--- config.mk ---
export PLATFORM = sky130hd
export DESIGN_NAME = neo_cmc_bank_gen
export DESIGN_NICKNAME = d
export VERILOG_FILES = /design/src/rtl/neo_cmc_pkg.sv /design/src/rtl/neo_cmc_line_table.sv /design/src/rtl/neo_cmc_bank_gen.sv
export SDC_FILE = /design/constraint.sdc
export NUM_CORES = 1
export LEC_CHECK = 0
export ABC_AREA = 1
export CAP_MARGIN = 20
export CORE_MARGIN = 3
export CORE_UTILIZATION = 55
export CTS_CLUSTER_DIAMETER = 150
export CTS_CLUSTER_SIZE = 16
export DETAILED_ROUTE_END_ITERATION = 6
export PLACE_DENSITY = 0.73
export SYNTH_ARGS = -nofsm -noshare
export SYNTH_HDL_FRONTEND = slang
export SYNTH_SLANG_ARGS = --single-unit
export TNS_END_PERCENT = 20
--- constraint.sdc ---
create_clock -name CLK -period 8 [get_ports CLK]
set_clock_uncertainty 0.15 [all_clocks]
set_input_delay 0.8 -clock CLK [delete_from_list [all_inputs] [get_ports CLK]]
set_output_delay 0.8 -clock CLK [all_outputs]
set_load 0.01 [all_outputs]
--- src/rtl/neo_cmc_pkg.sv ---
// ---------------------------------------------------------------------------
// neo_cmc_pkg
//   Shared definitions for the NEO-CMC fix-layer bankswitch tracker:
//   operating modes, the fix-map addresses and data words that the tracker
//   snoops for, and the address-page selectors used by the write/trigger
//   decoders.
//   No ports (package).
// ---------------------------------------------------------------------------
package neo_cmc_pkg;

   typedef enum logic [1:0] {
      MODE_OFF    = 2'd0,
      MODE_LINE   = 2'd1,
      MODE_COL    = 2'd2,
      MODE_DIRECT = 2'd3
   } mode_e;

   // Fix-map word fetched at the start of every frame.
   localparam logic [10:0] FRAME_ADDR  = 11'h7E2;
   // Fix-map word that carries the direct-mode bank value.
   localparam logic [10:0] DIRECT_ADDR = 11'h7E0;
   // Data word that arms a line-table entry.
   localparam logic [11:0] ARM_WORD    = 12'h200;
   // Column-table bits written by one fix-map word.
   localparam int          GROUP_BITS  = 12;

   // Line-table write select: {ADDR[6], ADDR[0], ADDR[10:8]}.
   localparam logic [4:0]  LINE_WR_SEL = 5'b00101;
   // ADDR[10:8] page of line-table triggers and column-table writes.
   localparam logic [2:0]  TRIG_PAGE   = 3'd7;
   localparam logic [2:0]  COL_WR_PAGE = 3'd5;
   // PBUS[14:12] tags.
   localparam logic [2:0]  TAG_PLAIN   = 3'd0;
   localparam logic [2:0]  TAG_CMD     = 3'd7;

   // True when the fetched word is a frame-start marker.
   function automatic logic is_frame_start(input logic [10:0] addr,
                                           input logic [14:0] pbus);
      return (addr == FRAME_ADDR) && (pbus[14:12] == TAG_PLAIN);
   endfunction

endpackage : neo_cmc_pkg

--- src/rtl/neo_cmc_line_table.sv ---
// ---------------------------------------------------------------------------
// neo_cmc_line_table
//   Line-table half of the bankswitch tracker. Holds LINES entries of
//   {arm, lo, bank}, decodes entry writes from the snooped fetch stream,
//   walks a line counter on trigger fetches and reports when the entry of
//   the current line should load its bank.
// Ports
//   CLK, RESET   system clock, synchronous active-high reset
//   tick         one-cycle PCK2B strobe; state only moves on ticks
//   stable       ADDR equals the address seen on the previous tick
//   line_mode    tracker is in line-table mode
//   clear        mode-change tick: restart line counter and skip flag
//   frame        frame-start tick: restart line counter and skip flag
//   addr, pbus   snooped fix-map address / data
//   hit          current line's entry loads BANK on this tick
//   hit_bank     bank value of the current line's entry
// ---------------------------------------------------------------------------
module neo_cmc_line_table #(
   parameter int BANK_W = 2,
   parameter int LINES  = 32
) (
   input  logic              CLK,
   input  logic              RESET,
   input  logic              tick,
   input  logic              stable,
   input  logic              line_mode,
   input  logic              clear,
   input  logic              frame,
   input  logic [10:0]       addr,
   input  logic [14:0]       pbus,
   output logic              hit,
   output logic [BANK_W-1:0] hit_bank
);
   import neo_cmc_pkg::*;

   localparam int IDX_W = $clog2(LINES);

   logic [LINES-1:0]             arm_q, arm_d;
   logic [LINES-1:0]             lo_q, lo_d;
   logic [LINES-1:0][BANK_W-1:0] bank_q, bank_d;
   logic [IDX_W-1:0]             line_q, line_d;
   logic                         skip_q, skip_d;

   logic [IDX_W-1:0] wr_idx;
   logic             wr_en;
   logic             trig;

   assign wr_idx = addr[IDX_W:1];
   assign wr_en  = tick & stable & line_mode &
                   ({addr[6], addr[0], addr[10:8]} == LINE_WR_SEL);
   assign trig   = tick & stable & line_mode &
                   (addr[10:8] == TRIG_PAGE) & (pbus[14:12] == TAG_PLAIN);

   // Reads use the registered entries, so a same-tick write is seen next time.
   assign hit      = trig & arm_q[line_q] & lo_q[line_q] & ~skip_q;
   assign hit_bank = bank_q[line_q];

   always_comb begin
      // NOTE: every _d starts as its _q, so each path through this block
      // assigns every output and no latch can be inferred.
      arm_d  = arm_q;
      lo_d   = lo_q;
      bank_d = bank_q;
      line_d = line_q;
      skip_d = skip_q;

      if (wr_en) begin
         if (addr[7]) begin
            bank_d[wr_idx] = ~pbus[BANK_W-1:0];
            lo_d[wr_idx]   = &pbus[11:8];
         end else begin
            arm_d[wr_idx]  = (pbus[11:0] == ARM_WORD);
         end
      end

      // Mode change and frame start both restart the walk and win over a trigger.
      if (clear || frame) begin
         line_d = '0;
         skip_d = 1'b0;
      end else if (hit) begin
         // One load per line: the next trigger on this line advances instead.
         skip_d = 1'b1;
      end else if (trig) begin
         line_d = line_q + 1'b1;   // LINES is a power of two: wraps naturally
         skip_d = 1'b0;
      end
   end

   always_ff @(posedge CLK) begin
      // NOTE: the table is a small flop array that must come out of reset
      // empty, so it is cleared here with everything else rather than left
      // uninitialised like a RAM.
      if (RESET) begin
         arm_q  <= '0;
         lo_q   <= '0;
         bank_q <= '0;
         line_q <= '0;
         skip_q <= 1'b0;
      end else begin
         // NOTE: non-blocking assignments so every flop samples the
         // pre-edge values regardless of statement order.
         arm_q  <= arm_d;
         lo_q   <= lo_d;
         bank_q <= bank_d;
         line_q <= line_d;
         skip_q <= skip_d;
      end
   end

endmodule : neo_cmc_line_table

--- src/rtl/neo_cmc_bank_gen.sv ---
// ---------------------------------------------------------------------------
// neo_cmc_bank_gen
//   NEO-CMC fix-layer bankswitch tracker. Snoops fix-map fetches on PCK2B
//   ticks and drives the fix tile bank to the fix ROM address mux. Supports
//   line-table, column-table and direct-register modes.
// Ports
//   CLK       system clock
//   RESET     synchronous active-high reset
//   PCK2B_EN  one-CLK strobe per PCK2B rising edge ("tick")
//   PBUS      fix-map data word being fetched
//   ADDR      fix-map word address being fetched
//   MODE      0 off, 1 line table, 2 column table, 3 direct register
//   BANK      current fix tile bank (registered)
// ---------------------------------------------------------------------------
module neo_cmc_bank_gen #(
   parameter int BANK_W     = 2,
   parameter int LINES      = 32,
   parameter int COLS       = 40,
   parameter int FRAME_BANK = 1
) (
   input  logic              CLK,
   input  logic              RESET,
   input  logic              PCK2B_EN,
   input  logic [14:0]       PBUS,
   input  logic [10:0]       ADDR,
   input  logic [1:0]        MODE,
   output logic [BANK_W-1:0] BANK
);
   import neo_cmc_pkg::*;

   localparam int                TBL_W     = COLS * BANK_W;
   localparam logic [BANK_W-1:0] FRAME_VAL = BANK_W'(FRAME_BANK);

   mode_e              mode;
   mode_e              old_mode_q, old_mode_d;
   logic [10:0]        old_addr_q, old_addr_d;
   logic [BANK_W-1:0]  bank_q, bank_d;
   logic [BANK_W-1:0]  reg_q, reg_d;
   logic [TBL_W-1:0]   col_q, col_d;

   logic               tick;
   logic               stable;
   logic               mode_chg;
   logic               frame;
   logic               col_wr;
   logic               reg_wr;
   logic [5:0]         rd_col;
   logic [BANK_W-1:0]  rd_bank;
   logic               hit;
   logic [BANK_W-1:0]  hit_bank;

   assign mode     = mode_e'(MODE);
   assign tick     = PCK2B_EN;
   assign stable   = (ADDR == old_addr_q);
   assign mode_chg = tick & (mode != old_mode_q);
   assign frame    = tick & is_frame_start(ADDR, PBUS);
   assign col_wr   = tick & stable & (mode == MODE_COL) &
                     (ADDR[10:8] == COL_WR_PAGE) & (PBUS[14:12] == TAG_CMD);
   assign reg_wr   = tick & stable & (mode == MODE_DIRECT) &
                     (ADDR == DIRECT_ADDR) & (PBUS[14:12] == TAG_CMD);
   assign rd_col   = ADDR[10:5];
   assign BANK     = bank_q;

   neo_cmc_line_table #(
      .BANK_W (BANK_W),
      .LINES  (LINES)
   ) u_line_table (
      .CLK       (CLK),
      .RESET     (RESET),
      .tick      (tick),
      .stable    (stable),
      .line_mode (mode == MODE_LINE),
      .clear     (mode_chg),
      .frame     (frame),
      .addr      (ADDR),
      .pbus      (PBUS),
      .hit       (hit),
      .hit_bank  (hit_bank)
   );

   // Column readout from the registered table; columns past COLS read as 0.
   always_comb begin
      rd_bank = '0;
      for (int c = 0; c < COLS; c++) begin
         if (int'(rd_col) == c) rd_bank = col_q[c*BANK_W +: BANK_W];
      end
   end

   always_comb begin
      old_addr_d = old_addr_q;
      old_mode_d = old_mode_q;
      col_d      = col_q;
      reg_d      = reg_q;
      bank_d     = bank_q;

      if (tick) begin
         old_addr_d = ADDR;
         old_mode_d = mode;
      end

      // Group g covers bits [12g +: 12]; bits past the table end are dropped.
      if (col_wr) begin
         for (int i = 0; i < TBL_W; i++) begin
            if ((i / GROUP_BITS) == int'(ADDR[7:5])) col_d[i] = ~PBUS[i % GROUP_BITS];
         end
      end

      if (reg_wr) reg_d = ~PBUS[BANK_W-1:0];

      if (tick) begin
         if (mode == MODE_OFF || mode_chg) begin
            bank_d = '0;
         end else if (mode == MODE_COL && stable) begin
            bank_d = rd_bank;
         end else if (mode == MODE_DIRECT) begin
            // Follows the register including a write on this same tick.
            bank_d = reg_d;
         end else if (hit) begin
            bank_d = hit_bank;
         end else if (frame) begin
            bank_d = FRAME_VAL;
         end
      end
   end

   always_ff @(posedge CLK) begin
      if (RESET) begin
         old_addr_q <= '0;
         old_mode_q <= MODE_OFF;
         col_q      <= '0;
         reg_q      <= '0;
         bank_q     <= '0;
      end else begin
         old_addr_q <= old_addr_d;
         old_mode_q <= old_mode_d;
         col_q      <= col_d;
         reg_q      <= reg_d;
         bank_q     <= bank_d;
      end
   end

endmodule : neo_cmc_bank_gen

==> impl_metrics.tcl <==
set metrics [dict create \
    outcome "finished clean" \
    synth_xor_area_frac 0.00758 \
    path_class "input pin to register" \
    antenna_found_initial 0 \
    whs_ns 0.306 \
    maxCapViolCount 0 \
    fmax_ghz 0.269 \
    ctsHoldBuffers 0 \
    setup_viol 0 \
    portBuffers 32 \
    synth_area_sq_um 10400 \
    clock-sinks 231 \
    seq_area_frac_synth 0.445 \
    grt_first_pass_wirelength_um 48300 \
    antenna_left 0 \
    preCtsSetupSlack_ns 3.81 \
    yosys.area_share.adder 0.00120 \
    critPathRequiredTime_ns 8.21 \
    wl_um 30300 \
    antenna_cells 0 \
    rsz0062_at_grt "false" \
    hpwl_um 19600 \
    ios 33 \
    drive_gt1_frac 0.0479 \
    start_util 0.569 \
    grt_max_degree 111 \
    cts_tree "built" \
    area_growth_syn_to_layout_pct 8.40 \
    avgViaCountPerCell 6.04 \
    die_h_um 143 \
    ys_types 44 \
    nets 1453 \
    cts_setup_buffers 0 \
    synth-edff-count 0 \
    syn_area_per_cell_sq_um 7.19 \
    final.setup.tns_ns 0 \
    cts_made_buffers 18 \
    synth.area.mux_share 0 \
    grt_pass1_vias 9298 \
    die_area_sq_um 20600 \
    clock_path_buffers 3 \
    design_area_sq_um 11300 \
    cts.repair.resized 0 \
    hold_violations 0 \
    synth-async-reset-ratio 0 \
    syn_nets 1477 \
    path_clk_slew_ns 0.07 \
    arrival_ns 3.94 \
    yosys_warnings 0 \
    synth_top_family_by_area "compound AO/OA/AOI/OAI gates" \
    htree_levels 1 \
    gp_routability_congestion 0.978 \
    layout_common_cells "dfxtp_1 (230), a21oi_1 (224), o21ai_0 (221), nor2_1 (176), nand2_1 (154)" \
    vias 9971 \
    clock_latency_ns 0.49 \
    drt_iter0_drc 834 \
    synth-compound-area-share 0.257 \
    synth-simple-area-share 0.212 \
    fin_ws_ns 4.28 \
    start_kind "input pin" \
    layout_commonest_cell "dfxtp_1" \
    cp_max_fo 12 \
    ir_drop_mv 0.188 \
    worst_pin_slew_ns 0.990 \
    maxSlewHeadroom 0.339 \
    wire_per_inst_um 18.4 \
    grt_overflow_total 0 \
    hold_class "register to register" \
    drcViolationCount 0 \
    grt_use_total 0.289 \
    synth.ff_latch_count 231 \
    synthFlopType "dfxtp_1" \
    cellLeakagePower_nw 4.12 \
    final.period_utilization 0.466 \
    slew_violations 0 \
    endpoint_kind "register" \
    std_cell_rows 49 \
    syn_inst 1445 \
    final_core_util 0.617 \
    cts_root_buf "clkbuf_16" \
    p_per_area_nw_per_um2 187 \
    placed_cell_area_sq_um 10800 \
    core_region_area_sq_um 18300 \
    min_period_ns 3.72 \
    drt-pass1-iter-count 5 \
    fp.dieW_um 143 \
]
report_power, final:
part	internal, mW	switching (mW)
Sequential	1.15	0.00294
Combinational	0.0346	0.0888
Clock	0.424	0.402
critical path, stage by stage:
cell and delay (ns):
clkdlybuf4s50_1 0.79, inv_1 0.34, nor2_2 0.25, nand2_1 0.12
or2_1 0.25, nand2_1 0.06, nand4_1 0.07, nor2_1 0.10
nand3_1 0.07, nand2_1 0.06, nand4_1 0.08, nor2_1 0.10
nand4_1 0.07, nor2_1 0.10, nand4_1 0.08, nor2_1 0.11
nand4_1 0.09, nor2_1 0.09, nand4_1 0.08, nand2_1 0.06
nand2_1 0.04, nand2_1 0.05, a21oi_1 0.05
metal layers:
layer	wire, um	vias to the layer above	part of all wire	track usage
met3	1680	86	0.055	0.0379
li1	-	4896	-	-
met5	0	-	0	0
met4	1210	0	0.040	0.122
met2	14600	360	0.48	0.502
met1	12800	4629	0.42	0.362
Yosys cell counts (all sizes together) (2+ instances only):
cell type | number | area, sq um
and2 | 2 | 12.5
o21ai | 221 | 1110
a21oi | 224 | 1120
a311oi | 33 | 289
xor2 | 6 | 52.6
nor3b | 3 | 22.5
o311ai | 4 | 35.0
nand3 | 76 | 385
nand4 | 30 | 188
clkbuf | 77 | 290
xnor2 | 3 | 26.3
nand2 | 158 | 603
dfxtp | 231 | 4620
a31oi | 2 | 12.5
o211ai | 4 | 30.0
buf | 18 | 96.4
nor2 | 188 | 748
a221oi | 2 | 17.5
or2 | 5 | 31.3
nor4 | 6 | 37.5
and3 | 6 | 37.5
clkinv | 18 | 67.6
nor3 | 26 | 130
inv | 93 | 352
cell families (layout without fill, tap and decap cells):
| logic type | Yosys count | count (layout) |
|---|---|---|
| buffers and inverters | 206 | 182 |
| XOR/XNOR | 9 | 9 |
| AND/OR/NAND/NOR | 501 | 501 |
| AO/OA/AOI/OAI | 497 | 497 |
| adder cells (fa/ha/maj) | 1 | 1 |
| flip-flops | 231 | 231 |
sequential cells by signal, summed over array words and instances, names as in the netlist:
| register | count |
|---|---|
| reg_q | 2 |
| old_mode_q | 2 |
| old_addr_q | 11 |
| col_q | 80 |
| u_line_table.arm_q | 32 |
| u_line_table.bank_q | 64 |
| BANK | 2 |
| u_line_table.skip_q | 1 |
| u_line_table.lo_q | 32 |
| u_line_table.line_q | 5 |
cell type report:
class,instances,area (sq um)
clock buffer,19,475
inverter,111,422
multi-input combinational,1008,4970
tap,229,287
clock inverter,1,11.3
fill,1694,7000
timing repair buffer,51,470
sequential,231,4630
through the flow:
step / instances / power, mW
2_1_floorplan: 1445 / 1.26
3_3_place_gp: 1625 / 1.30
3_5_place_dp: 1629 / 1.30
4_1_cts: 1649 / 2.11
5_1_grt: 1650 / 2.17
6_report: 1650 / 2.11
final timing paths:
| check | endpoint | startpoint | cells past startpoint | slack (ns) |
|---|---|---|---|---|
| max reg2reg | BANK[1] | u_line_table.line_q[0] | 14 | 4.63 |
| min reg2reg | u_line_table.bank_q[61] | u_line_table.bank_q[61] | 2 | 0.31 |
| min | u_line_table.bank_q[61] | u_line_table.bank_q[61] | 2 | 0.31 |
| max | BANK[1] | ADDR[8] | 23 | 4.28 |
(Power assumes the default switching activity.)
